===== src/rtl/pixel_readout_unpacker.sv =====
// Unpacks strobed multi-pixel bus words into a ready/valid pixel stream with row/column tracking.
// Define PIXEL_UNPACK_GRAY_EN to decode Gray-coded pixels to binary on the way out.
module pixel_readout_unpacker #(
    parameter int WIDTH                  = 100,
    parameter int HEIGHT                 = 100,
    parameter int OUTPUT_BUS_PIXEL_WIDTH = 10,
    parameter int BIT_DEPTH              = 10,
    parameter int FIFO_DEPTH             = 4
) (
    input  logic                                        SYSTEM_CLK,
    input  logic                                        SYSTEM_RESET,
    input  logic                                        DATA_OUT_CLK,
    input  logic [OUTPUT_BUS_PIXEL_WIDTH*BIT_DEPTH-1:0] DATA_OUT,
    input  logic                                        PIX_READY,
    output logic                                        PIX_VALID,
    output logic [BIT_DEPTH-1:0]                        PIX_DATA,
    output logic [$clog2(WIDTH)-1:0]                    PIX_COL,
    output logic [$clog2(HEIGHT)-1:0]                   PIX_ROW,
    output logic                                        PIX_SOF,
    output logic                                        PIX_EOL,
    output logic                                        PIX_EOF,
    output logic                                        OVERFLOW
);
    localparam int BUS_W = OUTPUT_BUS_PIXEL_WIDTH * BIT_DEPTH;
    localparam int COL_W = $clog2(WIDTH);
    localparam int ROW_W = $clog2(HEIGHT);
    localparam int PTR_W = $clog2(FIFO_DEPTH);
    localparam int CNT_W = PTR_W + 1;
    localparam int IDX_W = (OUTPUT_BUS_PIXEL_WIDTH > 1) ? $clog2(OUTPUT_BUS_PIXEL_WIDTH) : 1;

    localparam logic [COL_W-1:0] COL_LAST = COL_W'(WIDTH - 1);
    localparam logic [ROW_W-1:0] ROW_LAST = ROW_W'(HEIGHT - 1);
    localparam logic [IDX_W-1:0] IDX_LAST = IDX_W'(OUTPUT_BUS_PIXEL_WIDTH - 1);

    typedef enum logic {IDLE, SHIFT} state_t;

    function automatic logic [BIT_DEPTH-1:0] pixel_conv(input logic [BIT_DEPTH-1:0] raw);
`ifdef PIXEL_UNPACK_GRAY_EN
        logic [BIT_DEPTH-1:0] bin;
        bin[BIT_DEPTH-1] = raw[BIT_DEPTH-1];
        for (int i = BIT_DEPTH - 2; i >= 0; i--) begin
            bin[i] = bin[i+1] ^ raw[i];
        end
        return bin;
`else
        return raw;
`endif
    endfunction

    state_t               state_q;
    logic                 strobe_q;
    logic [BUS_W-1:0]     mem_q [FIFO_DEPTH];
    logic [PTR_W-1:0]     rd_ptr_q;
    logic [PTR_W-1:0]     wr_ptr_q;
    logic [CNT_W-1:0]     count_q;
    logic [BUS_W-1:0]     sr_q;
    logic [IDX_W-1:0]     idx_q;
    logic                 pix_valid_q;
    logic [BIT_DEPTH-1:0] pix_data_q;
    logic [COL_W-1:0]     col_q;
    logic [ROW_W-1:0]     row_q;
    logic                 overflow_q;

    logic                 capture;
    logic                 fifo_full;
    logic                 xfer;
    logic                 word_done;
    logic                 push;
    logic                 in_shift;
    logic [PTR_W-1:0]     load_ptr;
    logic                 stored;
    logic                 next_avail;
    logic [BUS_W-1:0]     next_word;

    // The word being shifted stays counted in the FIFO until its last pixel leaves,
    // so the next word to load sits one slot behind the head while in SHIFT.
    always_comb begin
        // NOTE: every combinational output is assigned on every path, so no latch is inferred.
        capture    = DATA_OUT_CLK && !strobe_q;
        fifo_full  = (count_q == CNT_W'(FIFO_DEPTH));
        xfer       = pix_valid_q && PIX_READY;
        word_done  = xfer && (idx_q == IDX_LAST);
        push       = capture && (!fifo_full || word_done);
        in_shift   = (state_q == SHIFT);
        load_ptr   = rd_ptr_q + PTR_W'(in_shift);
        stored     = (count_q > CNT_W'(in_shift));
        next_avail = stored || push;
        next_word  = stored ? mem_q[load_ptr] : DATA_OUT;
    end

    // NOTE: word storage has no reset; count and pointers alone decide which slots are live.
    always_ff @(posedge SYSTEM_CLK) begin
        if (!SYSTEM_RESET && push) begin
            mem_q[wr_ptr_q] <= DATA_OUT;
        end
    end

    always_ff @(posedge SYSTEM_CLK) begin
        if (SYSTEM_RESET) begin
            state_q     <= IDLE;
            strobe_q    <= 1'b1;
            rd_ptr_q    <= '0;
            wr_ptr_q    <= '0;
            count_q     <= '0;
            sr_q        <= '0;
            idx_q       <= '0;
            pix_valid_q <= 1'b0;
            pix_data_q  <= '0;
            col_q       <= '0;
            row_q       <= '0;
            overflow_q  <= 1'b0;
        end else begin
            strobe_q <= DATA_OUT_CLK;
            if (push) begin
                wr_ptr_q <= wr_ptr_q + PTR_W'(1);
            end
            if (word_done) begin
                rd_ptr_q <= rd_ptr_q + PTR_W'(1);
            end
            count_q <= count_q + CNT_W'(push) - CNT_W'(word_done);
            if (capture && !push) begin
                overflow_q <= 1'b1;
            end

            if (xfer) begin
                if (col_q == COL_LAST) begin
                    col_q <= '0;
                    row_q <= (row_q == ROW_LAST) ? '0 : row_q + ROW_W'(1);
                end else begin
                    col_q <= col_q + COL_W'(1);
                end
            end

            case (state_q)
                IDLE: begin
                    if (next_avail) begin
                        pix_data_q  <= pixel_conv(next_word[BIT_DEPTH-1:0]);
                        sr_q        <= next_word >> BIT_DEPTH;
                        idx_q       <= '0;
                        pix_valid_q <= 1'b1;
                        state_q     <= SHIFT;
                    end
                end
                SHIFT: begin
                    if (word_done) begin
                        if (next_avail) begin
                            pix_data_q <= pixel_conv(next_word[BIT_DEPTH-1:0]);
                            sr_q       <= next_word >> BIT_DEPTH;
                            idx_q      <= '0;
                        end else begin
                            pix_valid_q <= 1'b0;
                            state_q     <= IDLE;
                        end
                    end else if (xfer) begin
                        pix_data_q <= pixel_conv(sr_q[BIT_DEPTH-1:0]);
                        sr_q       <= sr_q >> BIT_DEPTH;
                        idx_q      <= idx_q + IDX_W'(1);
                    end
                end
                default: state_q <= IDLE;
            endcase
        end
    end

    assign PIX_VALID = pix_valid_q;
    assign PIX_DATA  = pix_data_q;
    assign PIX_COL   = col_q;
    assign PIX_ROW   = row_q;
    assign OVERFLOW  = overflow_q;
    assign PIX_SOF   = pix_valid_q && (col_q == '0) && (row_q == '0);
    assign PIX_EOL   = pix_valid_q && (col_q == COL_LAST);
    assign PIX_EOF   = pix_valid_q && (col_q == COL_LAST) && (row_q == ROW_LAST);

endmodule


===== config.mk =====
export PLATFORM = sky130hd
export DESIGN_NAME = pixel_readout_unpacker
export DESIGN_NICKNAME = d
export VERILOG_FILES = /design/src/rtl/pixel_readout_unpacker.sv
export SDC_FILE = /design/constraint.sdc
export NUM_CORES = 1
export LEC_CHECK = 0
export BUFFER_PORTS_ARGS = -buffer_cell sky130_fd_sc_hd__buf_2
export CELL_PAD_IN_SITES_DETAIL_PLACEMENT = 1
export CELL_PAD_IN_SITES_GLOBAL_PLACEMENT = 1
export CORE_UTILIZATION = 33
export CTS_BUF_LIST = sky130_fd_sc_hd__clkbuf_2
export DETAILED_ROUTE_END_ITERATION = 16
export GPL_ROUTABILITY_DRIVEN = 0
export HOLD_SLACK_MARGIN = 0.1
export PLACE_DENSITY_LB_ADDON = 0.1
export SLEW_MARGIN = 5
export SYNTH_ARGS = -nofsm -noshare
export SYNTH_HDL_FRONTEND = slang
export SYNTH_SLANG_ARGS = --single-unit

===== constraint.sdc =====
create_clock -name SYSTEM_CLK -period 5.2 [get_ports SYSTEM_CLK]
set_clock_uncertainty 0.05 [all_clocks]
set_input_delay 0.26 -clock SYSTEM_CLK [delete_from_list [all_inputs] [get_ports SYSTEM_CLK]]
set_output_delay 0.26 -clock SYSTEM_CLK [all_outputs]
set_load 0.01 [all_outputs]

==> results.py <==
metrics = {
    "status": {
        "run_status": "completed",
    },
    "power": {
        "pwr-share-comb": 0.165,
        "clkPwrFrac": 0.331,
        "switching_share": 0.2916,
        "power.internal_w": 0.006993,
        "peakVddDrop_mv": 0.2092,
        "switching_power_w": 0.002878,
        "p_leak_nw": 9.428,
        "seq_power_share": 0.504,
        "power_density_nw_per_um2": 364.6,
    },
    "clocking": {
        "clk_pin_slew_ns": 0.10,
        "cts_resized": 0,
        "ctsHtreeMaxLevel": 4,
        "clockRootBuffer": "clkbuf_2",
        "cts_tree": "built",
        "postCtsSetupRepairBufs": 0,
        "hold_buffers": 223,
        "clock_latency_ns": 1.33,
        "clkSinkCount": 539,
        "cts_buffers": 149,
        "ctsLongestPathBuffers": 3,
    },
    "place": {
        "numPortBuffers": 132,
        "hpwlAfterDp_um": 30930,
    },
    "sta": {
        "tightest_slew_ns": 1.017,
        "hold_viol": 0,
        "relSlewSlack": 0.3222,
        "fmax_mhz": 304.5,
        "setup_viol": 0,
        "period_share": 0.6315,
        "fin_crit_ns": 3.284,
        "tns_ns": 0,
        "rsz0062_at_grt": "no",
        "report.final.slew_viol_count": 0,
    },
    "finish": {
        "layout-drive-gt1-share": 0.3020,
        "area_growth_pct": 24.67,
        "fin_nets": 1870,
        "fin_util": 0.4185,
    },
    "critical_path": {
        "path_class": "reg -> reg",
        "crit_path_start_kind": "flip-flop",
        "crit_fanout": 54,
        "critPathRequiredTime_ns": 6.10,
        "r2r_cells": 6,
        "cp_data_arrival_time_ns": 4.18,
        "end_kind": "flip-flop",
    },
    "die": {
        "floorplan.initialDensity": 0.3357,
        "io_pins": 133,
        "fp-row-count": 93,
        "die_h_um": 258.5,
        "fp.dieW_um": 258.5,
        "die-area_sq_um": 66840,
        "coreArea_sq_um": 64700,
    },
    "global_route": {
        "grt_pass1_wl_um": 88860,
        "grt_pass1_vias": 14860,
        "track_usage": 0.1779,
        "antenna_found_initial": 5,
        "grt_remaining_overflow": 0,
        "grt_max_degree": 103,
    },
    "logic_synthesis": {
        "ys_warn_count": 0,
        "synth_area_leaders": "edfxtp_1, dfxtp_1, mux4_2",
        "synth_edf_count": 400,
        "yosysTopAreaCell": "edfxtp_1",
        "synth_seq_area_share": 0.6813,
        "syn-num-nets": 1421,
        "syn-cell-area_sq_um": 21720,
        "synth_ff_type": "edfxtp_1",
        "synth_top_area_frac": 0.5531,
        "yosysUniqueCellTypes": 53,
        "syn_inst": 1301,
        "synth-seq-cells": 539,
        "syn_avg_cell_area_sq_um": 16.69,
        "async_reset_ff_frac": 0,
    },
    "routing": {
        "routed-wl-met2_um": 28470,
        "dr.pass1.iters": 4,
        "drt_wl_total_um": 57410,
        "first_iter_violations": 502,
        "wl_met3_um": 2138,
        "via_per_inst": 4.810,
        "post-route-drc-count": 0,
        "wl_met1_um": 25660,
        "maxUsedRoutingLayer": "met4",
        "num_vias": 13160,
        "drtAntennaViolNets": 0,
        "wl_per_cell_um": 20.98,
    },
    "worst_hold_path": {
        "hold_path.class": "in -> reg",
        "holdPathStages": 3,
    },
    "flow_run": {
        "drv_cap": 0,
    },
}
[power groups by stage]
| stage | clock network [W] | registers [W] | logic (W) |
|---|---|---|---|
| after global placement | 0 | 0.00507 | 0.00151 |
| after detailed placement | 0 | 0.00508 | 0.00153 |
| after CTS | 0.00343 | 0.00498 | 0.00167 |
| after global routing | 0.00364 | 0.00500 | 0.00178 |
| final | 0.00327 | 0.00498 | 0.00163 |
| after floorplan | 0 | 0.00503 | 0.00110 |
[cell families (layout without fill, tap and decap cells)]
family / Yosys count / after routing / share of synthesized area
adder cells (fa/ha/maj): 16 / 16 / 0.009564
other: 0 / 7 / 0
multiplexers: 200 / 200 / 0.1498
AO/OA/AOI/OAI: 232 / 232 / 0.08798
XOR/XNOR: 14 / 14 / 0.005992
buffers and inverters: 196 / 769 / 0.03981
AND/OR/NAND/NOR: 104 / 104 / 0.02558
flip-flops: 539 / 539 / 0.6813
[state kept, by name, summed over array words and instances (netlist names), 2 cells and up]
register and flops:
PIX_ROW 7, sr_q 100, count_q 3, PIX_DATA 10
PIX_COL 7, wr_ptr_q 2, rd_ptr_q 2, mem_q 400
idx_q 4
[cell usage in the layout, fill, tap and decap left out, types with 14 or more instances in the layout]
cell,instances
dfxtp_1,139
a221oi_1,53
ha_1,14
a221oi_2,48
mux2i_1,100
edfxtp_1,400
buf_2,132
clkbuf_2,228
inv_1,115
clkinv_1,31
mux4_2,100
dlygate4sd3_1,223
buf_4,15
nor2_1,24
o21ai_0,107
[metal layers]
metal / vias to the layer above / GRT usage
met4: 0 / 0.06673
met1: 6692 / 0.2246
met2: 249 / 0.2965
met3: 92 / 0.04167
met5: - / 0
li1: 6128 / -
[synthesized netlist by cell type, types with 4 or more instances]
| master | n |
|---|---|
| edfxtp_1 | 400 |
| dfxtp_1 | 139 |
| inv_1 | 116 |
| o21ai_0 | 107 |
| mux2i_1 | 100 |
| mux4_2 | 100 |
| a221oi_1 | 53 |
| a221oi_2 | 48 |
| buf_2 | 43 |
| clkbuf_1 | 26 |
| nor2_1 | 25 |
| and2_1 | 16 |
| ha_1 | 15 |
| nand2_1 | 14 |
| nor3_1 | 12 |
| nand3_1 | 11 |
| a21oi_1 | 10 |
| xnor2_1 | 10 |
| buf_6 | 9 |
| nand4_1 | 4 |
| or3_1 | 4 |
[through the flow]
stage / cells / power (W) / setup WS (ns) / hold slack (ns) / cell area (sq um)
after global routing: 2736 / 0.01043 / 1.596 / 0.1278 / 27070
after detailed placement: 2231 / 0.006608 / 1.849 / 0.3890 / 23350
final: 2736 / 0.009872 / 1.916 / 0.2593 / 27070
after floorplan: 1301 / 0.006136 / 1.128 / 0.3089 / 21720
after CTS: 2729 / 0.01008 / 1.820 / 0.1014 / 27060
after global placement: 2231 / 0.006584 / 1.934 / 0.3867 / 23350
[final timing paths]
kind | to | slack, ns | from
worst max-delay path | mem_q[0][99]$_DFFE_PP_ | 1.92 | idx_q[0]$_SDFFE_PP0P_
worst min-delay path | mem_q[3][82]$_DFFE_PP_ | 0.26 | DATA_OUT[82]
worst max register to register | mem_q[0][99]$_DFFE_PP_ | 1.92 | idx_q[0]$_SDFFE_PP0P_
worst min register to register | sr_q[92]$_SDFFE_PP0P_ | 0.41 | sr_q[92]$_SDFFE_PP0P_
[cell type report]
cell class                 instances  area, sq um
fill                            6692        37620
sequential                       539        14790
multi-input combinational        566         6120
timing repair buffer             378         3166
clock buffer                     228         1141
tap                              855         1070
inverter                         116        435.4
clock inverter                    47        330.3
antenna                            7        17.52
[worst max-delay path, stage by stage, from the launching register on]
cell	delay, ns
dfxtp_1	0.41
ha_1	0.22
and4b_1	0.31
a21boi_0	0.22
nor3_1	0.38
and2_4	0.88
buf_4	0.44
No activity file was read; power rests on OpenSTA's default activity.
